## src/rtl/register_transfer_arbiter.sv

```systemverilog
// rtl/register_transfer_arbiter.sv - two-port round-robin move sequencer for the A/B/C/P/S/ST register file
//
// Purpose: grants one register move at a time to either the instruction decoder
// (port 0) or the debug/IO unit (port 1), then drives Register_Control_Bus
// through SETUP (source output enable) and XFER (enable plus destination load).
//
// Ports:
//   clock_in, reset_n         clock, asynchronous active-low reset
//   req_valid[1:0]            move request per requester
//   req_src/req_dst[5:0]      {port1, port0} 3-bit codes: 0 EXT, 1-6 A,B,C,P,S,ST, 7 illegal
//   req_ready[1:0]            one-cycle acceptance pulse
//   done[1:0]                 one-cycle completion pulse, three cycles after ready
//   err[1:0]                  illegal-code pulse, coincident with ready
//   Register_Control_Bus[11:0] [5:0] one-hot loads, [11:6] one-hot output enables
//   ext_drive, ext_capture    external unit drives / samples the bus
//   busy                      FSM not idle
module register_transfer_arbiter #(
    parameter int NREQ   = 2,
    parameter int CODE_W = 3
) (
    input  logic                   clock_in,
    input  logic                   reset_n,
    input  logic [NREQ-1:0]        req_valid,
    input  logic [NREQ*CODE_W-1:0] req_src,
    input  logic [NREQ*CODE_W-1:0] req_dst,
    output logic [NREQ-1:0]        req_ready,
    output logic [NREQ-1:0]        done,
    output logic [NREQ-1:0]        err,
    output logic [11:0]            Register_Control_Bus,
    output logic                   ext_drive,
    output logic                   ext_capture,
    output logic                   busy
);

    localparam logic [1:0] S_IDLE  = 2'd0;
    localparam logic [1:0] S_SETUP = 2'd1;
    localparam logic [1:0] S_XFER  = 2'd2;
    localparam logic [1:0] S_DONE  = 2'd3;

    localparam logic [CODE_W-1:0] C_EXT = '0;
    localparam logic [CODE_W-1:0] C_ILL = '1;

    logic [1:0]        r_state;
    logic              r_ptr;      // requester favoured on a tie
    logic              r_gnt;      // requester owning the current move
    logic [CODE_W-1:0] r_dst;
    logic [NREQ-1:0]   r_ready;
    logic [NREQ-1:0]   r_done;
    logic [NREQ-1:0]   r_err;
    logic [11:0]       r_rcb;
    logic              r_ext_drive;
    logic              r_ext_capture;

    logic [NREQ-1:0]   w_req;
    logic              w_gnt;
    logic [NREQ-1:0]   w_gnt_vec;
    logic [CODE_W-1:0] w_src;
    logic [CODE_W-1:0] w_dst;
    logic              w_illegal;

    function automatic logic [5:0] f_onehot(input logic [CODE_W-1:0] code);
        logic [5:0] v;
        v = 6'b0;
        for (int i = 0; i < 6; i++) begin
            if (code == CODE_W'(i + 1)) begin
                v[i] = 1'b1;
            end
        end
        return v;
    endfunction

    // A requester still sees its ready pulse while its valid is high; masking it
    // keeps an illegal request (which leaves us in IDLE) from being taken twice.
    assign w_req     = req_valid & ~r_ready;
    assign w_gnt     = (w_req[0] && w_req[1]) ? r_ptr : w_req[1];
    assign w_gnt_vec = w_gnt ? 2'b10 : 2'b01;
    assign w_src     = w_gnt ? req_src[2*CODE_W-1:CODE_W] : req_src[CODE_W-1:0];
    assign w_dst     = w_gnt ? req_dst[2*CODE_W-1:CODE_W] : req_dst[CODE_W-1:0];
    assign w_illegal = (w_src == C_ILL) || (w_dst == C_ILL) ||
                       ((w_src == C_EXT) && (w_dst == C_EXT));

    always_ff @(posedge clock_in or negedge reset_n) begin
        if (!reset_n) begin
            r_state       <= S_IDLE;
            r_ptr         <= 1'b0;
            r_gnt         <= 1'b0;
            r_dst         <= '0;
            r_ready       <= '0;
            r_done        <= '0;
            r_err         <= '0;
            r_rcb         <= 12'h000;
            r_ext_drive   <= 1'b0;
            r_ext_capture <= 1'b0;
        end else begin
            r_ready <= '0;
            r_done  <= '0;
            r_err   <= '0;
            case (r_state)
                S_IDLE: begin
                    if (|w_req) begin
                        r_ready <= w_gnt_vec;
                        r_gnt   <= w_gnt;
                        r_dst   <= w_dst;
                        if (w_illegal) begin
                            r_err <= w_gnt_vec;
                            r_ptr <= ~w_gnt;
                        end else begin
                            // Outputs are loaded one state early so they are pure flops.
                            r_state     <= S_SETUP;
                            r_rcb       <= {f_onehot(w_src), 6'b0};
                            r_ext_drive <= (w_src == C_EXT);
                        end
                    end
                end
                S_SETUP: begin
                    r_state       <= S_XFER;
                    r_rcb[5:0]    <= f_onehot(r_dst);
                    r_ext_capture <= (r_dst == C_EXT);
                end
                S_XFER: begin
                    r_state       <= S_DONE;
                    r_rcb         <= 12'h000;
                    r_ext_drive   <= 1'b0;
                    r_ext_capture <= 1'b0;
                end
                default: begin
                    r_state <= S_IDLE;
                    r_done  <= r_gnt ? 2'b10 : 2'b01;
                    r_ptr   <= ~r_gnt;
                end
            endcase
        end
    end

    assign req_ready            = r_ready;
    assign done                 = r_done;
    assign err                  = r_err;
    assign Register_Control_Bus = r_rcb;
    assign ext_drive            = r_ext_drive;
    assign ext_capture          = r_ext_capture;
    assign busy                 = (r_state != S_IDLE);

endmodule

```

## config.mk

```make
export PLATFORM = sky130hd
export DESIGN_NAME = register_transfer_arbiter
export DESIGN_NICKNAME = d
export VERILOG_FILES = /design/src/rtl/register_transfer_arbiter.sv
export SDC_FILE = /design/constraint.sdc
export NUM_CORES = 1
export LEC_CHECK = 0
export CORE_MARGIN = 2
export CORE_UTILIZATION = 45
export CTS_BUF_LIST = sky130_fd_sc_hd__clkbuf_4 sky130_fd_sc_hd__clkbuf_8 sky130_fd_sc_hd__clkbuf_16
export CTS_CLUSTER_SIZE = 14
export DETAILED_ROUTE_END_ITERATION = 8
export PLACE_DENSITY = 0.79
export SETUP_SLACK_MARGIN = 0.15
export SYNTH_ARGS = -nofsm -noshare
export SYNTH_HDL_FRONTEND = slang
export SYNTH_SLANG_ARGS = --single-unit
export TNS_END_PERCENT = 100
```

## constraint.sdc

```tcl
create_clock -name clock_in -period 2.07 [get_ports clock_in]
set_input_delay 0.621 -clock clock_in [delete_from_list [all_inputs] [get_ports clock_in]]
set_output_delay 0.621 -clock clock_in [all_outputs]
set_load 0.03 [all_outputs]
```

---- Yosys cells after proc, flatten, opt, wreduce, memory -nomap -nowiden ----
Index checks and enable logic that the tools add are counted.
word-level totals
  register bits ........................... 27
  input port bits ......................... 16
  output and inout port bits .............. 21
  logic and storage cells ................. 92
cells by class
  equality and inequality tests ........... 19
  muxes and demuxes ....................... 37
  bitwise operators ....................... 5
  reduce and logical (&&, ||, !) cells .... 20
operators with widths
  kind                                           count
  == test 3 bit, second input constant           8
  2-to-1 mux 12 bit                              2
  2-to-1 mux 2 bit                               10
  case mux 6 bit (3 select lines)                1
  2-to-1 mux 1 bit                               17
  == test 3 x 2 -> 1 bit, second input constant  4
  case mux 6 bit (2 select lines)                1
  zero test 3 bit                                3
  AND reduction 3 bit                            3
  == test 3 x 1 -> 1 bit, second input constant  2
  2-to-1 mux 3 bit                               2
  inequality test 2 bit, second input constant   3
  case mux 1 bit (2 select lines)                3
  case mux 2 bit (3 select lines)                1
  nonzero test 2 bit                             3
  AND reduction 2 bit                            2
  OR reduction 2 bit                             2
  inverter 1 bit                                 3
  nonzero test 3 bit                             1
  OR reduction 3 bit                             1
  bitwise AND 2 bit                              1
  == test 2 x 1 -> 1 bit, second input constant  1
  == test 2 bit, second input constant           1
  logical AND 1 bit                              2
  3 further kinds                                4

---- Logic depth before layout (Yosys ltp) ----
Gate-level depths: netlist (run 1).
  depth after elaboration ................. 11
  mapped depth ............................ 7
  mapped depth without buffers ............ 6

---- Worst setup path after synthesis (run 1) ----
No wires, ideal clock.
  path type ............................... input to register
  from .................................... input req_src[0]
  to ...................................... register r_rcb[8], in the netlist Register_Control_Bus[8]
  setup time .............................. 64 ps
  arrival ................................. 2212 ps
  required time ........................... 2006 ps
  setup slack ............................. -207 ps
  stages on the path ...................... 6
  buffers on the path ..................... 1
  cell sequence ........................... or4_1 or3_4 and2_4 a222oi_1 buf_4 a22o_2
between the ends
  cells in the longest elaborated chain, start to end .. 6
  elaborated cells between the ends (all ways) .. 13
  those cells by class .................... eq/ne: 3; mux: 5; reduce/logical: 5
ends and longest elaborated chain
  item                                                                           RTL line  source
  start, declared                                                                24        input logic [NREQ*CODE_W-1:0] req_src,
  2-to-1 mux 3 bit *                                                             77        assign w_src = w_gnt ? req_src[2*CODE_W-1:CODE_W] : req_src[CODE_W-1:0];
  == test 3 x 2 -> 1 bit, or another cell as far along                           65        if (code == CODE_W'(i + 1)) begin
  2-to-1 mux 1 bit, or another cell as far along                                 65
  2-to-1 mux 12 bit / logical OR 1 bit (equally long branches)                   104, 79
  2-to-1 mux 12 bit / inequality test 2 bit (equally long branches)              --
  case mux 6 bit (2 select lines) / AND reduction 3 bit (equally long branches)  --
  end signal, assigned                                                           110       r_rcb <= {f_onehot(w_src), 6'b0};
  end, declared                                                                  50        logic [11:0] r_rcb;
Mark *: on every way between the ends. The rest lies on a longest branch, timed or not. The select of a mux whose other input is x is not followed.
A chain may end at the register's enable or synchronous reset.

---- Final worst setup path (run 1) ----
  from .................................... input req_src[1]
  to ...................................... register r_rcb[8], in the netlist Register_Control_Bus[8]
The elaborated chain is that of the path after synthesis.

==> flow_metrics.env, run 1 <==
export IMPL_ant_nets=0
export IMPL_area_delta_synth_final_pct=56.40
export IMPL_cp_start_kind="input pin"
export IMPL_fin_crit_sh=1.057
export IMPL_syn_area_um2=1389
export IMPL_gp_congestion=0.9300
export IMPL_cts_tree="done"
export IMPL_via_per_inst=5.623
export IMPL_core_rowCount=20
export IMPL_gr_total_overflow=0
export IMPL_grt_pass1_vias=1335
export IMPL_dp_final_hpwl_um=2696
export IMPL_cts_hold_buf=0
export IMPL_nets=228
export IMPL_place_inst=229
export IMPL_antenna_found_initial=0
export IMPL_h_tree_depth=1
export IMPL_synthCells=133
export IMPL_cts_sinks=27
export IMPL_failed_checks="negative setup slack"
export IMPL_worst_pin_slew_ps=459.2
export IMPL_worstPathRequired_ps=2340
export IMPL_cpPeakStageDelay_ps=520
export IMPL_path_class="input pin to flop"
export IMPL_clk_pin_slew_worst_paths_ps=150
export IMPL_synth_nets=154
export IMPL_reg2reg_to="Register_Control_Bus[8]$_DFFE_PN0P_"
export IMPL_endpoint_kind="flop"
export IMPL_critPathMaxFanout=8
export IMPL_die_area_um2=3547
export IMPL_synth_distinct_cells=37
export IMPL_post_dp_cell_area_um2=2017
export IMPL_post_drt_wl_per_cell_um=15.54
export IMPL_pwr_density_cell_nw_per_um2=1151
export IMPL_syn_area_per_cell_um2=10.44
export IMPL_cts_root_buf="clkbuf_4"
export IMPL_min_path_cells=1
export IMPL_min_to="done[0]$_DFF_PN0_"
export IMPL_clockBufferDepth=2
export IMPL_die_h_um=59.56
export IMPL_reg2reg_slack_ps=280
export IMPL_crit_arrival_ps=2460
export IMPL_vias=1344
export IMPL_grt_pass1_wl_um=5940
export IMPL_critical_path_slowest_cell="or4_4"
export IMPL_rsz0062_at_grt="true"
export IMPL_slew_viol_final=0
export IMPL_start_util=0.4625
export IMPL_status="finished, violations left"
export IMPL_p_leak_nw=1.115
export IMPL_clock_fmax_mhz=456.9
export IMPL_reg2regPathDepth=7
export IMPL_path_buf_inv=2
export IMPL_crit_family="simple AND/OR/NAND/NOR gates"
export IMPL_slew_headroom=0.6899
export IMPL_first_pass_iters=6
export IMPL_max_cap_violations=0
export IMPL_ys_ff_latch=27
export IMPL_grt_max_degree=28
export IMPL_drc=0
export IMPL_portBuffers=36
export IMPL_drt_initial_drc_count=57
export IMPL_io_pins=37
export IMPL_cts_buffers=3
export IMPL_totalWireLength_um=3713
export IMPL_final_area_um2=2172
export IMPL_min_period_ps=2189
export IMPL_grtUsageTotal=0.2198
export IMPL_yosysSeqAreaShare=0.4865
export IMPL_fp_dieW_um=59.56
export IMPL_insertedDiodeCount=0
export IMPL_core_um2=3003
export IMPL_setup_slack_ps=-118.9
export IMPL_fin_cells=239
export IMPL_crit_chain="buf_6 > or4_4 > or3_4 > and2_4 > a222oi_1 > buf_4 > a22o_4"
export IMPL_hold_violations=0
export IMPL_skew_ps=6.496
export IMPL_r2r_start="req_ready[0]$_DFF_PN0_"
export IMPL_post_route_util=0.7233
export IMPL_clkLatencyLatePin_ps=320
export IMPL_setup_viol=15
export IMPL_holdCritPathClass="flop to flop"
export IMPL_synth_warnings=0
export IMPL_max_vdd_ir_drop_mv=0.6002
export IMPL_min_delay_start="r_gnt$_DFFE_PN0P_"
export IMPL_drive_gt1_frac=0.3544
worst max-delay path by stage:
stage | slack (ps) | start | to | cells past startpoint
finish | -120 | req_src[1] | Register_Control_Bus[8]$_DFFE_PN0P_ | 7
global route | -120 | req_src[1] | Register_Control_Bus[8]$_DFFE_PN0P_ | 7
CTS | -160 | req_dst[2] | Register_Control_Bus[8]$_DFFE_PN0P_ | 7
detailed placement | -720 | req_src[0] | Register_Control_Bus[10]$_DFFE_PN0P_ | 7
global placement | -690 | req_src[0] | Register_Control_Bus[8]$_DFFE_PN0P_ | 7
floorplan | -190 | req_src[0] | Register_Control_Bus[8]$_DFFE_PN0P_ | 6
through the flow:
step | hold WS (ps) | worst slack (ps) | power, W | TNS [ps]
2_1_floorplan | 325.4 | -192.8 | 0.001609 | -1956
3_3_place_gp | 471.2 | -686.9 | 0.002101 | -11180
3_5_place_dp | 477.1 | -725.0 | 0.002144 | -11630
4_1_cts | 496.4 | -160.8 | 0.002399 | -1651
5_1_grt | 527.9 | -117.9 | 0.002658 | -1304
6_report | 512.8 | -118.9 | 0.002500 | -1254
timing repair:
item,in CTS,in global routing
setup buffers,5,1
endpoints found under the setup margin,38,18
resized for setup,55,11
gates cloned,0,0
pin swaps,12,6
cell type report:
class / instances / area [um^2]
Fill cell: 209 / 830.8
Multi-Input combinational cell: 97 / 799.5
Sequential cell: 27 / 675.6
Timing Repair Buffer: 73 / 606.8
Tap cell: 33 / 41.29
Clock buffer: 3 / 22.52
Inverter: 5 / 18.77
Clock inverter: 1 / 7.507
cells in the mapped netlist:
| master | number | area (um^2) |
|---|---|---|
| o22ai_1 | 1 | 6.260 |
| a22o_2 | 1 | 10.01 |
| o2bb2ai_1 | 6 | 52.55 |
| nand3_1 | 6 | 30.03 |
| nor4_1 | 1 | 6.260 |
| a222oi_1 | 1 | 10.01 |
| inv_1 | 5 | 18.77 |
| dfrtp_1 | 27 | 675.7 |
| mux2i_1 | 3 | 30.03 |
| nand2_1 | 8 | 30.03 |
| buf_4 | 1 | 7.510 |
| nand2b_1 | 4 | 25.02 |
| and2_4 | 1 | 8.760 |
| nor2b_1 | 3 | 18.77 |
| ha_1 | 5 | 62.56 |
| mux2_2 | 8 | 90.09 |
| clkbuf_1 | 3 | 11.26 |
| nor3b_1 | 2 | 15.01 |
| a21oi_1 | 1 | 5.000 |
| nand4_1 | 2 | 12.51 |
| a211o_1 | 1 | 8.760 |
| nor3_1 | 5 | 25.02 |
| and2_1 | 1 | 6.260 |
| or4_1 | 2 | 15.01 |
| o41ai_1 | 1 | 8.760 |
| a21o_1 | 1 | 7.510 |
| o21ai_0 | 8 | 40.04 |
| o211a_1 | 1 | 10.01 |
| o21a_1 | 1 | 7.510 |
| a31oi_2 | 1 | 12.51 |
| or3_1 | 1 | 6.260 |
| or3_4 | 1 | 11.26 |
| and3_1 | 1 | 6.260 |
| o32a_1 | 1 | 10.01 |
| o221ai_1 | 1 | 8.760 |
| nor2_1 | 11 | 41.29 |
| a31oi_1 | 6 | 37.54 |
routing by layer:
layer  wire length (um)  vias to the layer above  global-route usage  share of wire
li1                   -                      651                   -              -
met4                 13                        0             0.06667         0.0035
met3                196                        2             0.04585          0.053
met5                  0                        -                   0              0
met1               1568                      645              0.2639           0.42
met2               1935                       46              0.3925           0.52
registers in the layout, indices dropped and copies added (netlist names):
signal                count
req_ready                 2
ext_drive                 1
r_state                   2
r_gnt                     1
r_dst                     3
Register_Control_Bus     12
err                       2
ext_capture               1
r_ptr                     1
done                      2
power by group:
part / total (W) / leakage (nW) / internal, W / switching (W)
Clock: 0.000228 / 0.0139 / 0.0000736 / 0.000154
Sequential: 0.000802 / 0.360 / 0.000682 / 0.000120
Combinational: 0.00147 / 0.741 / 0.000651 / 0.000819
cell usage in the layout, fill, tap and decap left out, drive strengths merged, types with 2 or more instances in the layout:
cell,instances
buf,41
a31oi,7
nand3,6
clkbuf,3
or3,2
nand2,8
o2bb2ai,6
nor3b,2
nand2b,4
nor2,11
ha,5
and2,2
nand4,2
o21ai,8
dlygate4sd2,26
nor3,5
clkdlybuf4s50,4
dfrtp,27
nor2b,3
inv,5
mux2,8
or4,2
mux2i,3
logic make-up after synthesis:
| family | after synthesis | synth area share |
|---|---|---|
| compound gates | 32 | 0.1694 |
| buf+inv | 9 | 0.02703 |
| flops | 27 | 0.4865 |
| simple gates | 49 | 0.1856 |
| mux | 11 | 0.08649 |
| fa+ha+maj | 5 | 0.04505 |
worst reg2reg max path: stages, from the launching register on:
cell and delay, ps:
dfrtp_1 410, nand2b_1 160, buf_4 140, o21a_1 200
nor2_1 210, a222oi_1 130, buf_4 200, a22o_4 260
No activity file was read; power rests on OpenSTA's default activity.
==> inputs of run 2 (changes only) <==
Settings changed: SLEW_MARGIN from default to 40.
==> results of run 2 <==
Same layout as run 1: the final DEF is identical, and so are final timing and power.
